`src/rtl/mod_adder_pipe.sv`:
```
// Pipelined modular adder: (in1 + in2) mod q in pair mode, or a mod-q sum over a run of
// in1 beats in accumulate mode. Valid/ready on both sides.
module mod_adder_pipe #(
    parameter int unsigned DATA_WIDTH = 16,
    parameter int unsigned LEN_WIDTH  = 9
) (
    input  logic                  clk_i,
    input  logic                  rst_ni,
    input  logic [DATA_WIDTH-1:0] modulus_i,
    input  logic                  acc_mode_i,
    input  logic [LEN_WIDTH-1:0]  acc_len_i,
    input  logic                  in_valid_i,
    output logic                  in_ready_o,
    input  logic [DATA_WIDTH-1:0] in1_i,
    input  logic [DATA_WIDTH-1:0] in2_i,
    output logic                  out_valid_o,
    input  logic                  out_ready_i,
    output logic [DATA_WIDTH-1:0] result_o,
    output logic                  acc_last_o,
    output logic                  busy_o
);

    localparam int unsigned SW = DATA_WIDTH + 1;

    logic [SW-1:0]         s1_sum;
    logic                  s1_vld;
    logic                  mode_q;
    logic [LEN_WIDTH-1:0]  len_q;
    logic [LEN_WIDTH-1:0]  cnt_q;
    logic [DATA_WIDTH-1:0] acc_q;

    logic                  adv_c;
    logic                  accept_c;
    logic                  mode_c;
    logic                  pair_beat_c;
    logic                  acc_beat_c;
    logic                  acc_first_c;
    logic                  acc_final_c;
    logic [DATA_WIDTH-1:0] acc_base_c;
    logic [DATA_WIDTH-1:0] acc_red_c;
    logic [DATA_WIDTH-1:0] pair_red_c;

    // Single conditional subtract; valid because both addends are already < q.
    function automatic logic [DATA_WIDTH-1:0] reduce(input logic [SW-1:0] s,
                                                     input logic [DATA_WIDTH-1:0] q);
        return (s >= SW'(q)) ? DATA_WIDTH'(s - SW'(q)) : DATA_WIDTH'(s);
    endfunction

    assign busy_o     = s1_vld | out_valid_o | (cnt_q != '0);
    assign adv_c      = !out_valid_o | out_ready_i;
    assign in_ready_o = adv_c;

    // While idle the live mode input applies, so a beat on the first idle cycle uses it.
    always_comb begin
        accept_c    = in_valid_i & adv_c;
        mode_c      = busy_o ? mode_q : acc_mode_i;
        pair_beat_c = accept_c & !mode_c;
        acc_beat_c  = accept_c & mode_c;
        acc_first_c = (cnt_q == '0);
        acc_final_c = acc_first_c ? (acc_len_i == '0) : (cnt_q == len_q);
        acc_base_c  = acc_first_c ? '0 : acc_q;
        acc_red_c   = reduce(SW'(acc_base_c) + SW'(in1_i), modulus_i);
        pair_red_c  = reduce(s1_sum, modulus_i);
    end

    // Mode latch: frozen while anything is in flight.
    always_ff @(posedge clk_i or negedge rst_ni) begin
        if (!rst_ni) begin
            mode_q <= 1'b0;
        end else if (!busy_o) begin
            mode_q <= acc_mode_i;
        end
    end

    // Stage 1: raw (DATA_WIDTH+1)-bit sum of a pair.
    always_ff @(posedge clk_i or negedge rst_ni) begin
        if (!rst_ni) begin
            s1_sum <= '0;
            s1_vld <= 1'b0;
        end else if (pair_beat_c) begin
            s1_sum <= SW'(in1_i) + SW'(in2_i);
            s1_vld <= 1'b1;
        end else if (adv_c) begin
            s1_vld <= 1'b0;
        end
    end

    // Accumulator and beat counter for accumulate runs.
    always_ff @(posedge clk_i or negedge rst_ni) begin
        if (!rst_ni) begin
            acc_q <= '0;
            cnt_q <= '0;
            len_q <= '0;
        end else if (acc_beat_c) begin
            if (acc_first_c) begin
                len_q <= acc_len_i;
            end
            if (acc_final_c) begin
                acc_q <= '0;
                cnt_q <= '0;
            end else begin
                acc_q <= acc_red_c;
                cnt_q <= cnt_q + LEN_WIDTH'(1);
            end
        end
    end

    // Output stage: reduced pair sum or the closing accumulate result.
    always_ff @(posedge clk_i or negedge rst_ni) begin
        if (!rst_ni) begin
            out_valid_o <= 1'b0;
            result_o    <= '0;
            acc_last_o  <= 1'b0;
        end else if (adv_c) begin
            if (acc_beat_c && acc_final_c) begin
                out_valid_o <= 1'b1;
                result_o    <= acc_red_c;
                acc_last_o  <= 1'b1;
            end else begin
                out_valid_o <= s1_vld;
                acc_last_o  <= 1'b0;
                if (s1_vld) begin
                    result_o <= pair_red_c;
                end
            end
        end
    end

endmodule

```
`config.mk`:
```
export PLATFORM = sky130hd
export DESIGN_NAME = mod_adder_pipe
export DESIGN_NICKNAME = d
export VERILOG_FILES = /design/src/rtl/mod_adder_pipe.sv
export SDC_FILE = /design/constraint.sdc
export NUM_CORES = 1
export LEC_CHECK = 0
export ABC_AREA = 0
export BUFFER_PORTS_ARGS = -buffer_cell sky130_fd_sc_hd__buf_2
export CORE_MARGIN = 3
export CORE_UTILIZATION = 45
export DETAILED_ROUTE_END_ITERATION = 16
export PLACE_DENSITY = 0.75
export SLEW_MARGIN = 20
export SYNTH_ARGS = -nofsm -noshare
export SYNTH_HDL_FRONTEND = slang
export SYNTH_SLANG_ARGS = --single-unit
```
`constraint.sdc`:
```
create_clock -name clk_i -period 5.1 [get_ports clk_i]
set_input_delay 0.51 -clock clk_i [delete_from_list [all_inputs] [get_ports clk_i]]
set_output_delay 0.51 -clock clk_i [all_outputs]
set_load 0.1 [all_outputs]
```
# After elaboration in Yosys (flattened, before gate mapping)
# Index checks and enable logic that the tools add are counted.
totals:
  out_inout_bits: 20
  n_memories: 0
  latchBits: 0
  ram_bits: 0
  rom_bits: 0
  input_bits: 62
  ff_bits: 71
classes:
  n_reduce_logical: 10
  shifts: 0
  magnitude_cmp: 2
  multipliers: 0
  n_addsub: 5
  muxes: 13
  n_div: 0
  eq_ne: 1
  n_bitwise: 6
op_table:
  columns: ["operator", "n"]
  rows:
  - ["16-bit two-way mux", 6]
  - ["16-bit by 16-bit adder with 17-bit output", 2]
  - ["17-bit by 16-bit >= comparator with 1-bit output", 2]
  - ["16-bit subtractor", 2]
  - ["9-bit logical NOT", 2]
  - ["9-bit by 1-bit adder with 9-bit output (second input constant)", 1]
  - ["9-bit == test", 1]
  - ["9-bit two-way mux", 1]
  - ["9-bit nonzero test", 1]
  - ["1-bit two-way mux", 6]
  - ["2-bit AND reduction", 2]
  - ["2-bit nonzero test", 2]
  - ["1-bit AND", 3]
  - ["1-bit bitwise OR", 3]
  - ["1-bit logical NOT", 2]
  - ["1-bit logical AND", 1]

# Logic depth before layout (Yosys ltp)
# Gate-level depths: netlist of the first run.
logic_depth:
  word_depth: 7
  mapped_depth: 23
  mapped_depth_nobuf: 22

# Worst setup path before layout of the first run
# No wires, ideal clock.
synth_timing:
  path_kind: "flip-flop to flip-flop"
  startpoint: "register cnt_q[0]"
  endpoint: "register result_o[3]"
  path_stages_with_launch: 23
  required_time_ns: 4.964
  slack_ns: 0.083
  arrival_ns: 4.881
  path_cell_list: "dfrtp_1 -> inv_1 -> ha_1 -> nor4b_1 -> nand2_1 -> clkbuf_1 -> and2_1 -> ha_1 -> o21a_1 -> o21a_1 -> a221o_1 -> nor4_1 -> nor2_1 -> xor2_1 -> ha_1 -> or3_1 -> nand4_1 -> nand2_1 -> a311oi_4 -> buf_6 -> mux2i_1 -> a2bb2oi_1 -> o21ai_0"
synth_between:
  elab_chain_cells: 7
  elab_cells_between_ends: 16
synth_rtl:
  columns: ["element", "line_no", "rtl"]
  rows:
  - ["start: declaration", "29", "logic [LEN_WIDTH-1:0] cnt_q;"]
  - ["start signal: assignment", "103", "cnt_q <= cnt_q + LEN_WIDTH'(1);"]
  - ["parallel branches: the longest is 7 deep, another holds 16-bit by 16-bit adder with 17-bit output", null, null]
  - ["end signal: assignment", "117", "result_o <= acc_red_c;"]
  - ["end signal: assignment", "123", "result_o <= pair_red_c;"]
  - ["end: declaration", "18", "output logic [DATA_WIDTH-1:0] result_o,"]
# Several ways; the timed one is not identified.
# A chain may end at the register's enable or synchronous reset.

# Worst setup path after layout of the first run
layout_timing:
  startpoint: "register cnt_q[8]"
  endpoint: "register result_o[1]"
# The elaborated chain is that of the path after synthesis.

==> results of run 1 <==
critical path, delay by kind of cell, from the launching register on:
kind | cells | cell delay (ns)
DFF | 1 | 0.41
xor gates and xnor gates | 1 | 0.09
muxes | 1 | 0.35
and+or+nand+nor | 9 | 1.39
AOI/OAI and AO/OA | 6 | 1.11
adders and majority gates | 3 | 0.87
buffers and inverters | 4 | 0.63
power groups by stage:
stage | combinational (mW) | sequential [mW] | clock [mW]
5_1_grt | 1.50 | 0.762 | 0.611
3_5_place_dp | 1.35 | 0.760 | 0
6_report | 1.40 | 0.756 | 0.580
2_1_floorplan | 0.638 | 1.17 | 0
3_3_place_gp | 1.34 | 0.760 | 0
4_1_cts | 1.36 | 0.750 | 0.589
area by class of cell:
cell class / instances / area, um^2
tap: 176 / 220
timing repair buffer: 124 / 769
clock inverter: 4 / 20.0
sequential: 71 / 1780
multi-input combinational: 595 / 4460
fill: 1199 / 5770
clock buffer: 12 / 256
inverter: 34 / 128
per-layer routing:
metal	vias up	part of all wire
met5	-	0
met4	0	0.022
met3	26	0.096
met2	235	0.42
met1	2759	0.46
li1	2874	-
synth_stat cells (11+ instances only):
cell      number
xnor2_1       27
mux2_2        11
nand2_1       63
nor3_1        20
nor2_1        50
inv_1         33
clkbuf_1      12
o21ai_0       55
xor2_1        31
and2_1        18
dfrtp_1       71
ha_1          66
a21oi_1       36
nand3_1       20
mux2i_1       22
and3_1        11
repair_timing:
action / 4_1_cts / 5_1_grt
endpoints found under the setup margin: 23 / 32
setup buffers: 0 / 6
resized for setup: 3 / 39
gates cloned: 0 / 1
pin swaps: 0 / 14
cell families after synthesis:
logic type,count (synthesis),synth area share
and+or+nand+nor,242,0.192
AOI/OAI and AO/OA,190,0.205
DFF,71,0.284
adders and majority gates,70,0.145
xor gates and xnor gates,58,0.0813
buffers and inverters,52,0.0343
muxes,35,0.0587
flip-flops by register name, summed over array words and instances (netlist names):
| name | cells |
|---|---|
| acc_last_o | 1 |
| acc_q | 16 |
| cnt_q | 9 |
| len_q | 9 |
| mode_q | 1 |
| out_valid_o | 1 |
| result_o | 16 |
| s1_sum | 17 |
| s1_vld | 1 |
per-stage QoR:
step / worst slack, ns / power, mW / instance area [um^2]
floorplan: 0.0827 / 1.81 / 6250
global route: -0.0353 / 2.87 / 7630
global placement: 0.0324 / 2.10 / 7070
finish: 0.157 / 2.73 / 7630
CTS: 0.0409 / 2.70 / 7360
detailed placement: -0.0787 / 2.11 / 7070
worst max-delay path by stage:
stage,to,startpoint,slack (ns)
2_1_floorplan,result_o[3]$_DFFE_PN0P_,cnt_q[0]$_DFFE_PN0P_,0.08
3_3_place_gp,result_o[9]$_DFFE_PN0P_,cnt_q[1]$_DFFE_PN0P_,0.03
3_5_place_dp,result_o[9]$_DFFE_PN0P_,cnt_q[1]$_DFFE_PN0P_,-0.08
4_1_cts,result_o[9]$_DFFE_PN0P_,cnt_q[4]$_DFFE_PN0P_,0.04
5_1_grt,result_o[0]$_DFFE_PN0P_,cnt_q[8]$_DFFE_PN0P_,-0.04
6_report,result_o[1]$_DFFE_PN0P_,cnt_q[8]$_DFFE_PN0P_,0.16
placed cells by master, fill, tap and decap left out, drive strengths merged, types with 5 or more instances in the layout:
cell / count
o21a: 10
buf: 123
o21ai: 56
or2: 8
a21oi: 36
nor3: 20
a31oi: 7
xnor2: 27
ha: 66
and3: 12
o31ai: 7
clkinv: 5
dfrtp: 71
nand2b: 9
nor2b: 10
nand3: 20
mux2: 13
o211ai: 5
and2: 19
nor4: 9
inv: 33
a21o: 8
clkbuf: 13
or3: 8
nand4: 10
xor2: 31
o221ai: 10
o31a: 5
nand2: 63
mux2i: 22
a211oi: 11
nor2: 51
==> metrics.md, run 1 <==
| Metric | Value |
|---|---|
| Status | `finished clean` |
| DIE AREA | `15300 um^2` |
| Row count | `42` |
| Area grow syn2layout | `22.2%` |
| Clock power share | `0.212` |
| Synth Cell Area | `6250 um^2` |
| Slew headroom | `0.360` |
| DRC | `0` |
| CTS Buf Count | `9` |
| WP data arrival | `approximately 5.2 ns` |
| Main synth FF type | `dfrtp_1` |
| Sequential-to-total area share from yosys stat | `0.284` |
| Die height | `between 100 and 150 um` |
| Async SR Flop Fraction | `1.00` |
| Combinational share of power | `0.511` |
| WL/cell | `approximately 17 um` |
| Worst path max stage delay | `0.41 ns` |
| Reg-to-reg endpoint | `result_o[1]$_DFFE_PN0P_` |
| GR Overflow Total | `0` |
| Reg2reg start | `cnt_q[8]$_DFFE_PN0P_` |
| Largest net degree at the start of global routing | `72` |
| Worst setup SP type | `register` |
| Max-slew violations | `0` |
| Clock sinks | `71` |
| Routability congestion estimate | `0.931` |
| Post-synth EDFFs | `0` |
| Hold Slack | `0.377 ns` |
| Layout Skew | `approximately 0.0051 ns` |
| Reg power frac | `0.277` |
| Top cells by area, synth | `dfrtp_1 28%, ha_1 13%, o21ai_0 4.4%, xor2_1 4.3%, nand2_1 3.8%` |
| Cell count after synthesis | `approximately 720` |
| Netlist cell types | `67` |
| Final Critical Period | `4.94 ns` |
| CTS tree | `yes` |
| R2r setup slk | `0.16 ns` |
| Req. time, crit path | `5.37 ns` |
| Die width | `124 um` |
| Final Net Count | `about 970` |
| Post-synthesis area per instance | `8.70 um^2` |
| Flops & latches, synth | `71` |
| ANT nets after route | `0` |
| Clock-pin slew on the worst setup and hold paths | `around 0.050 ns` |
| Critical path class | `reg -> reg` |
| Root buffer selected by CTS | `clkbuf_16` |
| Share of cells above drive strength 1 | `0.232` |
| Total wire length | `around 17000 um` |
| Power Density | `358 nW/um^2` |
| Static Leak | `3.71 nW` |
| Worst Setup End Kind | `register` |
| F_max | `between 0.2 and 0.25 GHz` |
| Pre-Repair DR Iteration Count | `7` |
| Hold buffers post-CTS | `0` |
| Vias per inst | `between 5 and 6` |
| I/O pins | `between 80 and 90` |
| GRT Total Usage | `0.227` |
| Critical-path cell list | `nor4_4 > buf_4 > nand2_1 > buf_4 > and2_1 > ha_2 > fa_2 > a211oi_2 > o21bai_1 > a41o_1 > and3_4 > nor2b_2 > xnor2_2 > ha_1 > and3_4 > and3_1 > nand2_1 > a21oi_1 > a311oi_4 > buf_6 > buf_12 > mux2_2 > nor2_2 > a221o_1` |
| Met3 usage | `0.0332` |
| Least-Margin Pin Slew | `0.957 ns` |
| Worst skew pair latency | `about 0.33 ns` |
| Initial DRC count | `around 420` |
| Crit Path Max Fanout | `10` |
| First-pass GRT wire length | `approximately 27000 um` |
| Peak VDD IR | `210 uV` |
| Core footprint | `13400 um^2` |
| Psw | `1.29 mW` |
| MaxCap Viol Count | `0` |
| Final worst-path cycle share | `0.969` |
| Int Power | `~1.4 mW` |
| Via count | `5894` |
| CTS max path bufs | `2` |
| Vias in the first global route | `between 5000 and 6000` |
| Synth top area share | `0.284` |
| Met2 global-route usage | `0.332` |
| H-Tree Depth | `3` |
| Initial antenna violation count | `0` |
| RSZ-0062 raised after global routing | `yes` |
| Final Hold Fails | `0` |
| Fin util | `0.569` |
| # setup viols final | `0` |
| Slowest-stage cell, CP | `dfrtp_1` |
| Reg2reg path depth | `24` |
| Busiest grt layer | `met1` |
| Number of synthesis warnings | `0` |
| Setup TNS | `0 ns` |
| Net Sw Frac | `0.473` |
| Non-Filler Instances | `1016` |
| Worst hold-check path type | `in -> async` |
| Initial core utilization | `0.466` |
| Number of instances in the placed design | `just under 1000` |
| Antenna Cells | `0` |
| Met1 usage | `0.345` |
| Port Buffers | `81` |
| DP HPWL | `13700 um` |
| Synthesized Nets | `between 800 and 900` |
| Cell taking the most area after synthesis | `dfrtp_1` |
(Power assumes the default switching activity.)
==> run 2: changes to the inputs <==
- PLACE_DENSITY: 0.75 -> 0.73
- clock period: 5.1 -> 6.05 ns (I/O delays scaled with it)
==> metrics.md, run 2 (synthesized netlist as in run 1, its figures left out) <==
| Metric | Value |
|---|---|
| Pre-Repair DR Iteration Count | `7` |
| Share of cells above drive strength 1 | `0.164` |
| Port Buffers | `81` |
| Crit Path Max Fanout | `23` |
| I/O pins | `82` |
| Worst skew pair latency | `0.34 ns` |
| Status | `finished clean` |
| GRT Total Usage | `0.225` |
| Worst hold-check path type | `in -> async` |
| Root buffer selected by CTS | `clkbuf_16` |
| Max reg flops | `17` |
| Register Area | `about 1800 um^2` |
| Final worst-path cycle share | `0.932` |
| H-Tree Depth | `3` |
| Power Density | `340 nW/um^2` |
| GR Overflow Total | `0` |
| Row count | `42` |
| Reg2reg path depth | `22` |
| Initial antenna violation count | `0` |
| MaxCap Viol Count | `0` |
| Antenna Cells | `0` |
| DP HPWL | `13000 um` |
| Via count | `5632` |
| Reg with most FFs | `s1_sum` |
| Final Critical Period | `roughly 5.6 ns` |
| Setup TNS | `0 ns` |
| Worst setup SP type | `register` |
| Core footprint | `around 13000 um^2` |
| Top Registers | `s1_sum: 17 flops, acc_q: 16 flops, result_o: 16 flops` |
| Initial core utilization | `0.466` |
| Total power | `2.45 mW` |
| Most common cell after layout, fill and taps aside | `buf_2` |
| DRC | `0` |
| Die height | `124 um` |
| Critical Path Sink | `result_o[3]$_DFFE_PN0P_` |
| Layout Skew | `0.00816 ns` |
| CTS max path bufs | `2` |
| WP data arrival | `5.85 ns` |
| Initial DRC count | `about 400` |
| DIE AREA | `15300 um^2` |
| # setup viols final | `0` |
| Max-slew violations | `0` |
| Slew headroom | `0.367` |
| Peak VDD IR | `190 uV` |
| Static Leak | `3.52 nW` |
| Routability congestion estimate | `0.950` |
| Final Hold Fails | `0` |
| Multi-input logic area | `approximately 4300 um^2` |
| Least-Margin Pin Slew | `0.946 ns` |
| Postcts setup bufs | `0` |
| Worst Setup End Kind | `register` |
| Die width | `roughly 120 um` |
| Most frequent cells in the layout | `81 x buf_2, 71 x dfrtp_1, 66 x ha_1, 62 x nand2_1, 55 x o21ai_0` |
| Clock-pin slew on the worst setup and hold paths | `0.06 ns` |
| Setup crit start | `cnt_q[0]$_DFFE_PN0P_` |
| Largest net degree at the start of global routing | `72` |
| Total wire length | `16700 um` |
| CTS Buf Count | `9` |
| R2r setup slk | `0.41 ns` |
| Area grow syn2layout | `15.4%` |
| First-pass GRT wire length | `about 27000 um` |
| Critical path class | `reg -> reg` |
| Reg2reg start | `cnt_q[0]$_DFFE_PN0P_` |
| F_max | `between 0.15 and 0.2 GHz` |
| WL/cell | `17.1 um` |
| RSZ-0062 raised after global routing | `no` |
| Req. time, crit path | `about 6.3 ns` |
| Hold Slack | `0.479 ns` |
| Fin util | `0.538` |
| Final Net Count | `slightly above 900` |
| CTS tree | `yes` |
| Vias per inst | `5.76` |
| Fill cells | `1233` |
| Vias in the first global route | `5319` |
| Clock sinks | `71` |
| Reg-to-reg endpoint | `result_o[3]$_DFFE_PN0P_` |
| ANT nets after route | `0` |
## run 2: worst min-delay path by stage
| stage | start | endpoint | cells after the start |
|---|---|---|---|
| 6_report | rst_ni | cnt_q[5]$_DFFE_PN0P_ | 2 |
| 4_1_cts | acc_q[8]$_DFFE_PN0P_ | acc_q[8]$_DFFE_PN0P_ | 2 |
| 3_5_place_dp | acc_q[8]$_DFFE_PN0P_ | acc_q[8]$_DFFE_PN0P_ | 2 |
| 3_3_place_gp | acc_last_o$_DFFE_PN0N_ | acc_last_o$_DFFE_PN0N_ | 1 |
| 5_1_grt | acc_last_o$_DFFE_PN0N_ | acc_last_o$_DFFE_PN0N_ | 1 |
| 2_1_floorplan | rst_ni | acc_last_o$_DFFE_PN0N_ | 0 |
## run 2: final cells by class
class / instances / share of cell area
clock inverters: 5 / 0.0177
clock buffers: 11 / 0.0351
repair buffers: 85 / 0.0604
inverters: 34 / 0.0177
multi-input cells: 595 / 0.592
flip-flops and latches: 71 / 0.246
well taps: 176 / 0.0305
## run 2: through the flow
stage | cells | worst slack, ns | area (um^2)
floorplan | 718 | 1.03 | 6250
global placement | 961 | 0.451 | 6820
finish | 977 | 0.410 | 7210
detailed placement | 961 | 0.119 | 6820
CTS | 977 | 0.0407 | 7200
global route | 977 | 0.0435 | 7210
## run 2: timing repair
item,4_1_cts,5_1_grt
gates resized for setup,0,3
endpoints found under the hold margin,0,0
setup endpoints to repair,0,32
hold buffers,0,0
## run 2: worst max-delay path, cell delays in order, from the launching register on
cell and delay [ns]:
dfrtp_1 0.44, inv_1 0.09, ha_1 0.13, nor4b_2 0.33
nand2_2 0.27, and2_1 0.25, ha_1 0.21, fa_1 0.43
a211oi_1 0.31, o21bai_1 0.15, a41o_1 0.28, and3_4 0.20
o221ai_1 0.19, xnor2_1 0.18, ha_1 0.30, or2_2 0.32
nand4_1 0.09, nand2_1 0.08, a311oi_4 0.26, buf_4 0.33
mux2i_1 0.35, a2bb2oi_1 0.20, o21ai_0 0.10
## run 2: where the power goes
group	switching, mW	internal [mW]
sequential	0.0858	0.556
clock	0.208	0.467
combinational	0.801	0.335
total	1.10	1.36
## run 2: routing by layer
layer | global-route usage | up-vias | share of wire
li1 | - | 2793 | -
met3 | 0.0441 | 28 | 0.089
met1 | 0.338 | 2586 | 0.48
met2 | 0.319 | 225 | 0.41
met4 | 0.0782 | 0 | 0.022
met5 | 0 | - | 0
==> run 3: changes to the inputs <==
- CORE_ASPECT_RATIO: not set -> 1.25
==> metrics.md, run 3 (synthesized netlist as in run 1, its figures left out) <==
| Metric | Value |
|---|---|
| WP data arrival | `between 5 and 6 ns` |
| Most frequent cells in the layout | `81 x buf_2, 71 x dfrtp_1, 66 x ha_1, 62 x nand2_1, 55 x o21ai_0` |
| Pre-Repair DR Iteration Count | `4` |
| DIE AREA | `around 15000 um^2` |
| Antenna Cells | `0` |
| Most common cell after layout, fill and taps aside | `buf_2` |
| Final worst-path cycle share | `0.930` |
| Static Leak | `approximately 3.5 nW` |
| Reg-to-reg endpoint | `result_o[9]$_DFFE_PN0P_` |
| Vias per inst | `5.91` |
| CTS tree | `yes` |
| R2r setup slk | `0.43 ns` |
| Busiest grt layer | `met2` |
| Worst hold-check path type | `reg -> reg` |
| Final Hold Fails | `0` |
| CTS max path bufs | `2` |
| # setup viols final | `0` |
| Power Density | `334 nW/um^2` |
| Fin util | `0.535` |
| Largest net degree at the start of global routing | `72` |
| Max-slew violations | `0` |
| Status | `finished clean` |
| Least-Margin Pin Slew | `roughly 1.0 ns` |
| Met2 global-route usage | `0.402` |
| Req. time, crit path | `6.25 ns` |
| Top Registers | `s1_sum: 17 flops, acc_q: 16 flops, result_o: 16 flops` |
| Reg2reg path depth | `20` |
| Critical Path Sink | `result_o[9]$_DFFE_PN0P_` |
| Clock-pin slew on the worst setup and hold paths | `~0.060 ns` |
| Clock sinks | `71` |
| First-pass GRT wire length | `28200 um` |
| Area grow syn2layout | `14.8%` |
| Port Buffers | `81` |
| Die width | `111 um` |
| Max reg flops | `17` |
| Slew headroom | `0.323` |
| Setup TNS | `0 ns` |
| Pre-CTS setup slack | `0.358 ns` |
| Share of cells above drive strength 1 | `0.161` |
| F_max | `0.178 GHz` |
| Reg with most FFs | `s1_sum` |
| Final Net Count | `930` |
| CTS Buf Count | `9` |
| H-Tree Depth | `3` |
| Worst path most repeated cell | `ha_1` |
| Total power | `2.40 mW` |
| Vias in the first global route | `5596` |
| Final Critical Period | `5.62 ns` |
| Met3 usage | `0.0466` |
| Total wire length | `about 17000 um` |
| Routability congestion estimate | `0.896` |
| Crit Path Max Fanout | `23` |
| RSZ-0062 raised after global routing | `no` |
| Worst path max stage delay | `0.57 ns` |
| GRT Total Usage | `0.234` |
| DRC | `0` |
| Critical path class | `reg -> reg` |
| ANT nets after route | `0` |
| Layout Skew | `between 0.009 and 0.01 ns` |
| Fill cells | `approximately 1300` |
| Row count | `47` |
| Die height | `138 um` |
| WL/cell | `17.9 um` |
| Final setup margin | `0.426 ns` |
| Worst skew pair latency | `0.35 ns` |
| Via count | `5756` |
| Core footprint | `between 10000 and 15000 um^2` |
| GR Overflow Total | `0` |
| I/O pins | `just over 80` |
| Peak VDD IR | `approximately 340 uV` |
| Worst Setup End Kind | `register` |
| Root buffer selected by CTS | `clkbuf_16` |
| Initial antenna violation count | `0` |
| Met1 usage | `0.276` |
| Worst setup SP type | `register` |
| MaxCap Viol Count | `0` |
| Initial DRC count | `301` |
| Reg2reg start | `cnt_q[2]$_DFFE_PN0P_` |
| DP HPWL | `13700 um` |
| Critical-path cell list | `nor4_1 > nand2_2 > and2_1 > ha_1 > fa_1 > a211oi_1 > o21bai_1 > a41o_1 > and3_4 > o221ai_1 > xnor2_1 > ha_1 > or2_2 > nand4_1 > nand2_1 > a311oi_4 > buf_4 > mux2i_1 > a2bb2oi_1 > o21ai_0` |
| Setup crit start | `cnt_q[2]$_DFFE_PN0P_` |
| Slowest-stage cell, CP | `nor4_1` |
| WHS Path Cells | `2` |
| Initial core utilization | `0.466` |
## run 3: metrics by stage
stage	instances	hold WS, ns	instance area (um^2)
finish	974	0.475	7170
global route	974	0.505	7170
CTS	974	0.475	7160
detailed placement	958	0.462	6820
global placement	958	0.456	6820
floorplan	718	0.309	6250
## run 3: what timing repair did
action / 4_1_cts / 5_1_grt
resized for setup: 0 / 2
endpoints found under the hold margin: 0 / 0
hold buffers: 0 / 0
buffers inserted: 0 / 0
setup endpoints to repair: 0 / 14
## run 3: layout make-up
type	count	area (um^2)	share of cell area
multi-input cells	595	4260	0.594
flip-flops and latches	71	1780	0.248
repair buffers	87	450	0.0628
clock buffers	13	250	0.0349
well taps	171	214	0.0298
inverters	34	128	0.0178
clock inverters	3	90.1	0.0126
## run 3: critical path: cells and delay by family (launching register included)
| family | cells | cell delay [ns] |
|---|---|---|
| buffers and inverters | 1 | 0.34 |
| adder cells (fa/ha/maj) | 3 | 0.93 |
| flip-flops | 1 | 0.46 |
| AND/OR/NAND/NOR | 7 | 1.76 |
| XOR/XNOR | 1 | 0.19 |
| multiplexers | 1 | 0.27 |
| AO/OA/AOI/OAI | 7 | 1.51 |
## run 3: report_power, final
group | leakage (nW) | total, mW | internal (mW) | switching (mW)
Sequential | 0.922 | 0.628 | 0.556 | 0.0719
Combinational | 2.42 | 1.14 | 0.338 | 0.806
Clock | 0.164 | 0.626 | 0.415 | 0.211
## run 3: routing by layer
layer,wire length (um),part of all wire,up-vias
met3,873,0.050,50
met5,0,0,-
met1,7290,0.42,2734
met2,8450,0.48,165
li1,-,-,2807
met4,840,0.048,0
## run 3: worst min-delay path by stage
stage | start | end | slack [ns]
after global placement | acc_last_o$_DFFE_PN0N_ | acc_last_o$_DFFE_PN0N_ | 0.46
after global routing | acc_len_i[7] | len_q[7]$_DFFE_PN0P_ | 0.50
after floorplan | rst_ni | acc_last_o$_DFFE_PN0N_ | 0.31
final | acc_q[8]$_DFFE_PN0P_ | acc_q[8]$_DFFE_PN0P_ | 0.47
after CTS | acc_q[8]$_DFFE_PN0P_ | acc_q[8]$_DFFE_PN0P_ | 0.47
after detailed placement | acc_q[8]$_DFFE_PN0P_ | acc_q[8]$_DFFE_PN0P_ | 0.46
